### src/rtl/uart_tx_arbiter.sv
// uart_tx_arbiter: shares one UART transmitter between N_REQ byte sources.
// Round-robin grant, one-byte holding register, registered outputs.
// Optional macro ARB_PKT_LOCK_EN: hold the grant for a whole packet
// (up to the req_last byte) with a mid-packet idle timeout of TMO cycles.
// Without it every byte re-arbitrates, interleaving sources byte by byte.
module uart_tx_arbiter #(
    parameter int          N_REQ = 3,
    parameter int          DW    = 8,
    parameter logic [15:0] TMO   = 16'd1000
) (
    input  logic                clk,
    input  logic                rst,
    input  logic [N_REQ-1:0]    req_vld,
    input  logic [N_REQ*DW-1:0] req_data,
    input  logic [N_REQ-1:0]    req_last,
    output logic [N_REQ-1:0]    req_rdy,
    output logic                vld_tx,
    output logic [DW-1:0]       d_tx,
    input  logic                rdy_tx,
    output logic [N_REQ-1:0]    gnt,
    output logic                busy
);

    localparam int PW = $clog2(N_REQ);

    typedef enum logic [1:0] {IDLE, LOAD, SEND} state_t;

    state_t        state;
    logic [PW-1:0] ptr;
    logic [PW-1:0] gidx;
    logic          pick_vld;
    logic [PW-1:0] pick_idx;
    logic [DW-1:0] sel_data;

`ifdef ARB_PKT_LOCK_EN
    logic [15:0]   cnt;
    logic          hold_last;
`else
    // req_last and TMO have no function when packets are not locked
    logic          unused_cfg;
    assign unused_cfg = ^{req_last, TMO};
`endif

    // Round-robin search: first requester above ptr, wrapping modulo N_REQ
    always_comb begin
        int idx;
        pick_vld = 1'b0;
        pick_idx = '0;
        idx      = 0;
        for (int k = 1; k <= N_REQ; k++) begin
            idx = (int'(ptr) + k) % N_REQ;
            if (!pick_vld && req_vld[idx]) begin
                pick_vld = 1'b1;
                pick_idx = PW'(idx);
            end
        end
    end

    // Byte offered by the current owner
    always_comb begin
        sel_data = req_data[int'(gidx)*DW +: DW];
    end

    // Arbitration FSM; all outputs are registered alongside the state
    always_ff @(posedge clk or posedge rst) begin
        if (rst) begin
            state     <= IDLE;
            gnt       <= '0;
            req_rdy   <= '0;
            vld_tx    <= 1'b0;
            d_tx      <= '0;
            busy      <= 1'b0;
            ptr       <= PW'(N_REQ - 1);
            gidx      <= '0;
`ifdef ARB_PKT_LOCK_EN
            cnt       <= '0;
            hold_last <= 1'b0;
`endif
        end else begin
            case (state)
                IDLE: begin
                    if (pick_vld) begin
                        gnt     <= N_REQ'(1) << pick_idx;
                        req_rdy <= N_REQ'(1) << pick_idx;
                        gidx    <= pick_idx;
                        busy    <= 1'b1;
                        state   <= LOAD;
`ifdef ARB_PKT_LOCK_EN
                        cnt     <= '0;
`endif
                    end
                end
                LOAD: begin
                    if (req_vld[gidx]) begin
                        d_tx      <= sel_data;
                        req_rdy   <= '0;
                        vld_tx    <= 1'b1;
                        state     <= SEND;
`ifdef ARB_PKT_LOCK_EN
                        hold_last <= req_last[gidx];
                    end else if (TMO != 16'd0 && cnt == TMO - 16'd1) begin
                        // owner went quiet mid-packet: force release
                        gnt     <= '0;
                        req_rdy <= '0;
                        busy    <= 1'b0;
                        ptr     <= gidx;
                        state   <= IDLE;
                    end else begin
                        cnt <= cnt + 16'd1;
`endif
                    end
                end
                SEND: begin
                    if (rdy_tx) begin
                        vld_tx <= 1'b0;
`ifdef ARB_PKT_LOCK_EN
                        if (hold_last) begin
                            gnt     <= '0;
                            busy    <= 1'b0;
                            ptr     <= gidx;
                            state   <= IDLE;
                        end else begin
                            cnt     <= '0;
                            req_rdy <= gnt;
                            state   <= LOAD;
                        end
`else
                        gnt   <= '0;
                        busy  <= 1'b0;
                        ptr   <= gidx;
                        state <= IDLE;
`endif
                    end
                end
                default: begin
                    state   <= IDLE;
                    gnt     <= '0;
                    req_rdy <= '0;
                    vld_tx  <= 1'b0;
                    busy    <= 1'b0;
                end
            endcase
        end
    end

endmodule

### config.mk
export PLATFORM = sky130hd
export DESIGN_NAME = uart_tx_arbiter
export DESIGN_NICKNAME = d
export VERILOG_FILES = /design/src/rtl/uart_tx_arbiter.sv
export SDC_FILE = /design/constraint.sdc
export NUM_CORES = 1
export LEC_CHECK = 0
export CAP_MARGIN = 20
export CORE_ASPECT_RATIO = 1.5
export CORE_MARGIN = 8
export CORE_UTILIZATION = 35
export DETAILED_ROUTE_END_ITERATION = 8
export PLACE_DENSITY = 0.66
export SLEW_MARGIN = 20
export SYNTH_ARGS = -nofsm -noshare
export SYNTH_HDL_FRONTEND = slang
export SYNTH_SLANG_ARGS = --single-unit
export TNS_END_PERCENT = 100
### constraint.sdc
create_clock -name clk -period 2.35 [get_ports clk]
set_input_delay 0.705 -clock clk [delete_from_list [all_inputs] [get_ports clk]]
set_output_delay 0.705 -clock clk [all_outputs]
set_load 0.02 [all_outputs]
==> impl.org <==
** Status
- The run finished with clean final reports.

** Timing
- Final hold violations :: 0
- Period utilization :: approximately nine tenths
- At the pin with the least slew margin, the transition time is roughly 600 ps.
- Setup clock skew after layout :: approximately 1.2 ps
- Final worst hold slack :: 481.8 ps
- Setup Viol. Count Final :: 0
- Relative max-transition margin :: between 50% and 60%
- Subtracting the final worst setup slack from the clock period gives 2146 ps.
- Post-route worst setup slack :: 204.4 ps
- After routing, the total negative slack on setup checks comes to 0 ps.
- Setup repair after global routing left no endpoint under its margin.
- The final-report max-slew violation count came to 0.
- Maximum frequency from static timing analysis :: approximately 470 MHz

** Synth
- The number of different library cells used by synthesis comes to 32.
- During synthesis, Yosys emitted a total of 0 warnings.
- Main flop type after synthesis :: sky130_fd_sc_hd__dfrtp_1
- Async set-or-reset flop fraction in the synthesized netlist :: 100.0%
- Number of enable flip-flop cells after synthesis :: 0
- Average size of a mapped cell :: 9.402 um^2
- In this run, synthesis produced a sequential element count of 22.
- Counting every net in the synthesized netlist gives around 170.
- Sequential area share after synthesis :: 43.15%
- The cell count after synthesis came out at 136.
- Total standard cell area after synthesis :: 1279 um^2

** Setup path
- The slowest stage of the critical path belongs to the cell sky130_fd_sc_hd__clkdlybuf4s50_1.
- For this run, the slowest stage of the critical path takes 460 ps.
- The worst register-to-register path begins at ptr[1]$_DFFE_PP1P_.
- Category of the critical setup timing path :: in2reg
- Data arrives at the worst endpoint at 2300 ps.
- Tracing the worst setup path back leads to its startpoint at req_vld[1].
- Crit-path cells :: clkdlybuf4s50_1 -> a22o_1 -> a211o_4 -> a22oi_4 -> a21o_1 -> a21bo_1
- Data on the critical path is required at its endpoint by ~2500 ps.
- Largest fanout on the critical path :: 6
- Launching element type of the critical path :: input pin
- Type of element capturing the critical path :: register

** GRT
- Overflow after GRT :: 0
- The initial antenna violation count is 0.
- Across every metal layer, demand over resource in global routing totals approximately an eighth.
- Entering global routing, the biggest net connects 23 pins.
- Global-route wire length before repair :: approximately 5900 um
- The number of global-route vias before repair is approximately 1.3k.

** Pwr
- Sequential power share :: 29.3%
- The analysis attributes to cell leakage a power of around 0.86 nW.
- Summing internal, switching and leakage power gives 2.404 mW.
- Fraction of power spent switching nets :: 39.54%
- Internal power :: between 1 and 1.5 mW
- Worst VDD drop :: 626.8 uV
- Combinational cells account for 56.1% of the total power.
- Switching power of the nets :: 0.9507 mW
- For this design the ratio of total power to cell area is 1261 nW/um^2.
- The clock network burns 14.6% of the power.

** Drt
- In the final routed layout, each cell accounts on average for 14.47 um.
- Using the TritonRoute via totals, the vias-per-cell ratio works out to around 5.1.
- The first detailed-routing pass ran for 4 iterations.
- Antenna Nets Post-Route :: 0
- Summing over every cut layer, the via total after detailed routing is between 1k and 1.5k.
- In the routed design, unresolved DRC markers number 0.
- After detailed routing, the total wire length is 3372 um.
- After the first detailed-routing iteration, the DRC count stood at 27.

** CTS
- CTS clk-pin slew, worst paths :: 80 ps
- Number of buffers inserted for hold repair after clock tree synthesis :: 0
- Clock latency at the later pin of the worst-skew pair :: between 200 and 300 ps
- # Post-CTS Setup Buffers :: 0
- For this design, the sink count on the clock tree is 22.
- In this run the deepest clock path goes through 2 buffers.
- H-tree depth :: 1
- Clock tree from TritonCTS :: yes
- Once the clock tree was built, the resizer swapped 0 gates to a different size.
- The tree is rooted in a sky130_fd_sc_hd__clkbuf_8.
- Number of buffers created by CTS :: 3

** Floorplanning
- Die height :: 90.03 um
- After floorplanning, the core was divided into 27 placement rows.
- For this design the top-level I/O count stands at 49.
- The floorplan step defined a die boundary enclosing 5883 um^2.
- Measured along the x axis, the die boundary spans 65.35 um.
- Initial core utilization :: 35.71%
- In this run the standard cell core region covers ~3600 um^2.

** Placed design
- Summing all placed instances gives a cell area of around 1800 um^2.
- After detailed placement, the design holds a cell count of 229.
- Dpl hpwl :: about 2700 um
- Post-placement setup slack :: -83.58 ps
- At the end of routability-driven placement, the weighted congestion stood at 0.7515.
- Port buffer count :: 45

** Final layout
- In the final design database the tool counted between 200 and 250 nets.
- In the layout the commonest cells are sky130_fd_sc_hd__clkdlybuf4s50_1 (45), sky130_fd_sc_hd__nand2_1 (21), sky130_fd_sc_hd__dfrtp_1 (21).
- The library cell used most frequently in the layout, excluding fill and tap cells, is sky130_fd_sc_hd__clkdlybuf4s50_1.
- The post-route netlist has 12.11% of its cells at a drive strength greater than 1.
- The area growth from synthesis to layout is 49.12%.
- Filler-free cell count of the finished design :: approximately 230
- Cells fill 53.25% of the core in the end.
- The number of antenna diodes in the final layout is 0.
- Summing all non-filler instances in the final layout gives an area of 1907 um^2.

** Hold path
- The worst hold path begins at req_rdy[1]$_DFFE_PP0P_.
- Path class of the lowest-slack min-delay path :: reg2reg

** Job
- The tool flagged a number of max-cap violations equal to 0.
synthesized netlist by cell type, types with 2 or more instances:
library cell,n,area [um^2]
sky130_fd_sc_hd__dfrtp_1,21,525.5
sky130_fd_sc_hd__nand2_1,21,78.83
sky130_fd_sc_hd__nor2_1,13,48.80
sky130_fd_sc_hd__a21oi_1,10,50.05
sky130_fd_sc_hd__mux2i_1,10,100.1
sky130_fd_sc_hd__o21ai_1,10,50.05
sky130_fd_sc_hd__a21o_1,7,52.55
sky130_fd_sc_hd__a21bo_1,3,30.03
sky130_fd_sc_hd__buf_2,3,15.01
sky130_fd_sc_hd__clkbuf_1,3,11.26
sky130_fd_sc_hd__ha_1,3,37.54
sky130_fd_sc_hd__inv_1,3,11.26
sky130_fd_sc_hd__nand2b_1,3,18.77
sky130_fd_sc_hd__nand3b_1,3,22.52
sky130_fd_sc_hd__o21ai_0,3,15.01
sky130_fd_sc_hd__and2_1,2,12.51
sky130_fd_sc_hd__mux2_2,2,22.52
sky130_fd_sc_hd__nor2b_1,2,12.51
state kept, by name, summed over array words and instances, names as in the netlist:
name,cells
ptr,2
gidx,2
req_rdy,3
vld_tx,1
busy,1
d_tx,8
state,2
gnt,3
worst max-delay path: cells and delay by family:
family / cells / cell delay (ps)
AO/OA/AOI/OAI: 5 / 1130
buffers and inverters: 1 / 460
area by class of cell:
cell class / instances / area (um^2)
well taps: 43 / 53.80
repair buffers: 57 / 540.5
clock inverters: 1 / 30.03
multi-input cells: 104 / 678.2
fillers: 376 / 1674
inverters: 3 / 11.26
flip-flops and latches: 22 / 551.8
clock buffers: 3 / 41.29
power groups by stage:
stage / Clock [mW] / Sequential (mW) / Combinational [mW]
floorplan: 0 / 0.762 / 0.779
global placement: 0 / 0.707 / 1.33
detailed placement: 0 / 0.713 / 1.36
CTS: 0.360 / 0.708 / 1.37
global route: 0.376 / 0.730 / 1.48
finish: 0.350 / 0.705 / 1.35
layer usage:
metal	global-route usage, %	part of all wire, %
met5	0	0
met2	22.01	52
met3	4.845	8.8
met4	4.205	0.59
met1	11.57	38
kinds of logic (layout without fill, tap and decap cells):
kind of cell	after synthesis	after routing	synth area share, %
AND/OR/NAND/NOR	46	46	15.95
AO/OA/AOI/OAI	43	43	24.56
flip-flops	22	22	43.15
multiplexers	12	12	9.589
buffers and inverters	10	64	3.816
adder cells (fa/ha/maj)	3	3	2.936
path summary, 6_finish.rpt:
check                                    endpoint  cells after the start  slack [ps]
hold reg to reg            req_rdy[1]$_DFFE_PP0P_                      1         480
setup / recovery               gnt[2]$_DFFE_PP0P_                      6         200
min in group asynchronous     d_tx[7]$_DFFE_PP0P_                      3         790
hold / removal             req_rdy[1]$_DFFE_PP0P_                      1         480
max in group asynchronous      ptr[1]$_DFFE_PP1P_                      3        1280
setup reg to reg               gnt[2]$_DFFE_PP0P_                      7         220
No activity file was read; power rests on OpenSTA's default activity.
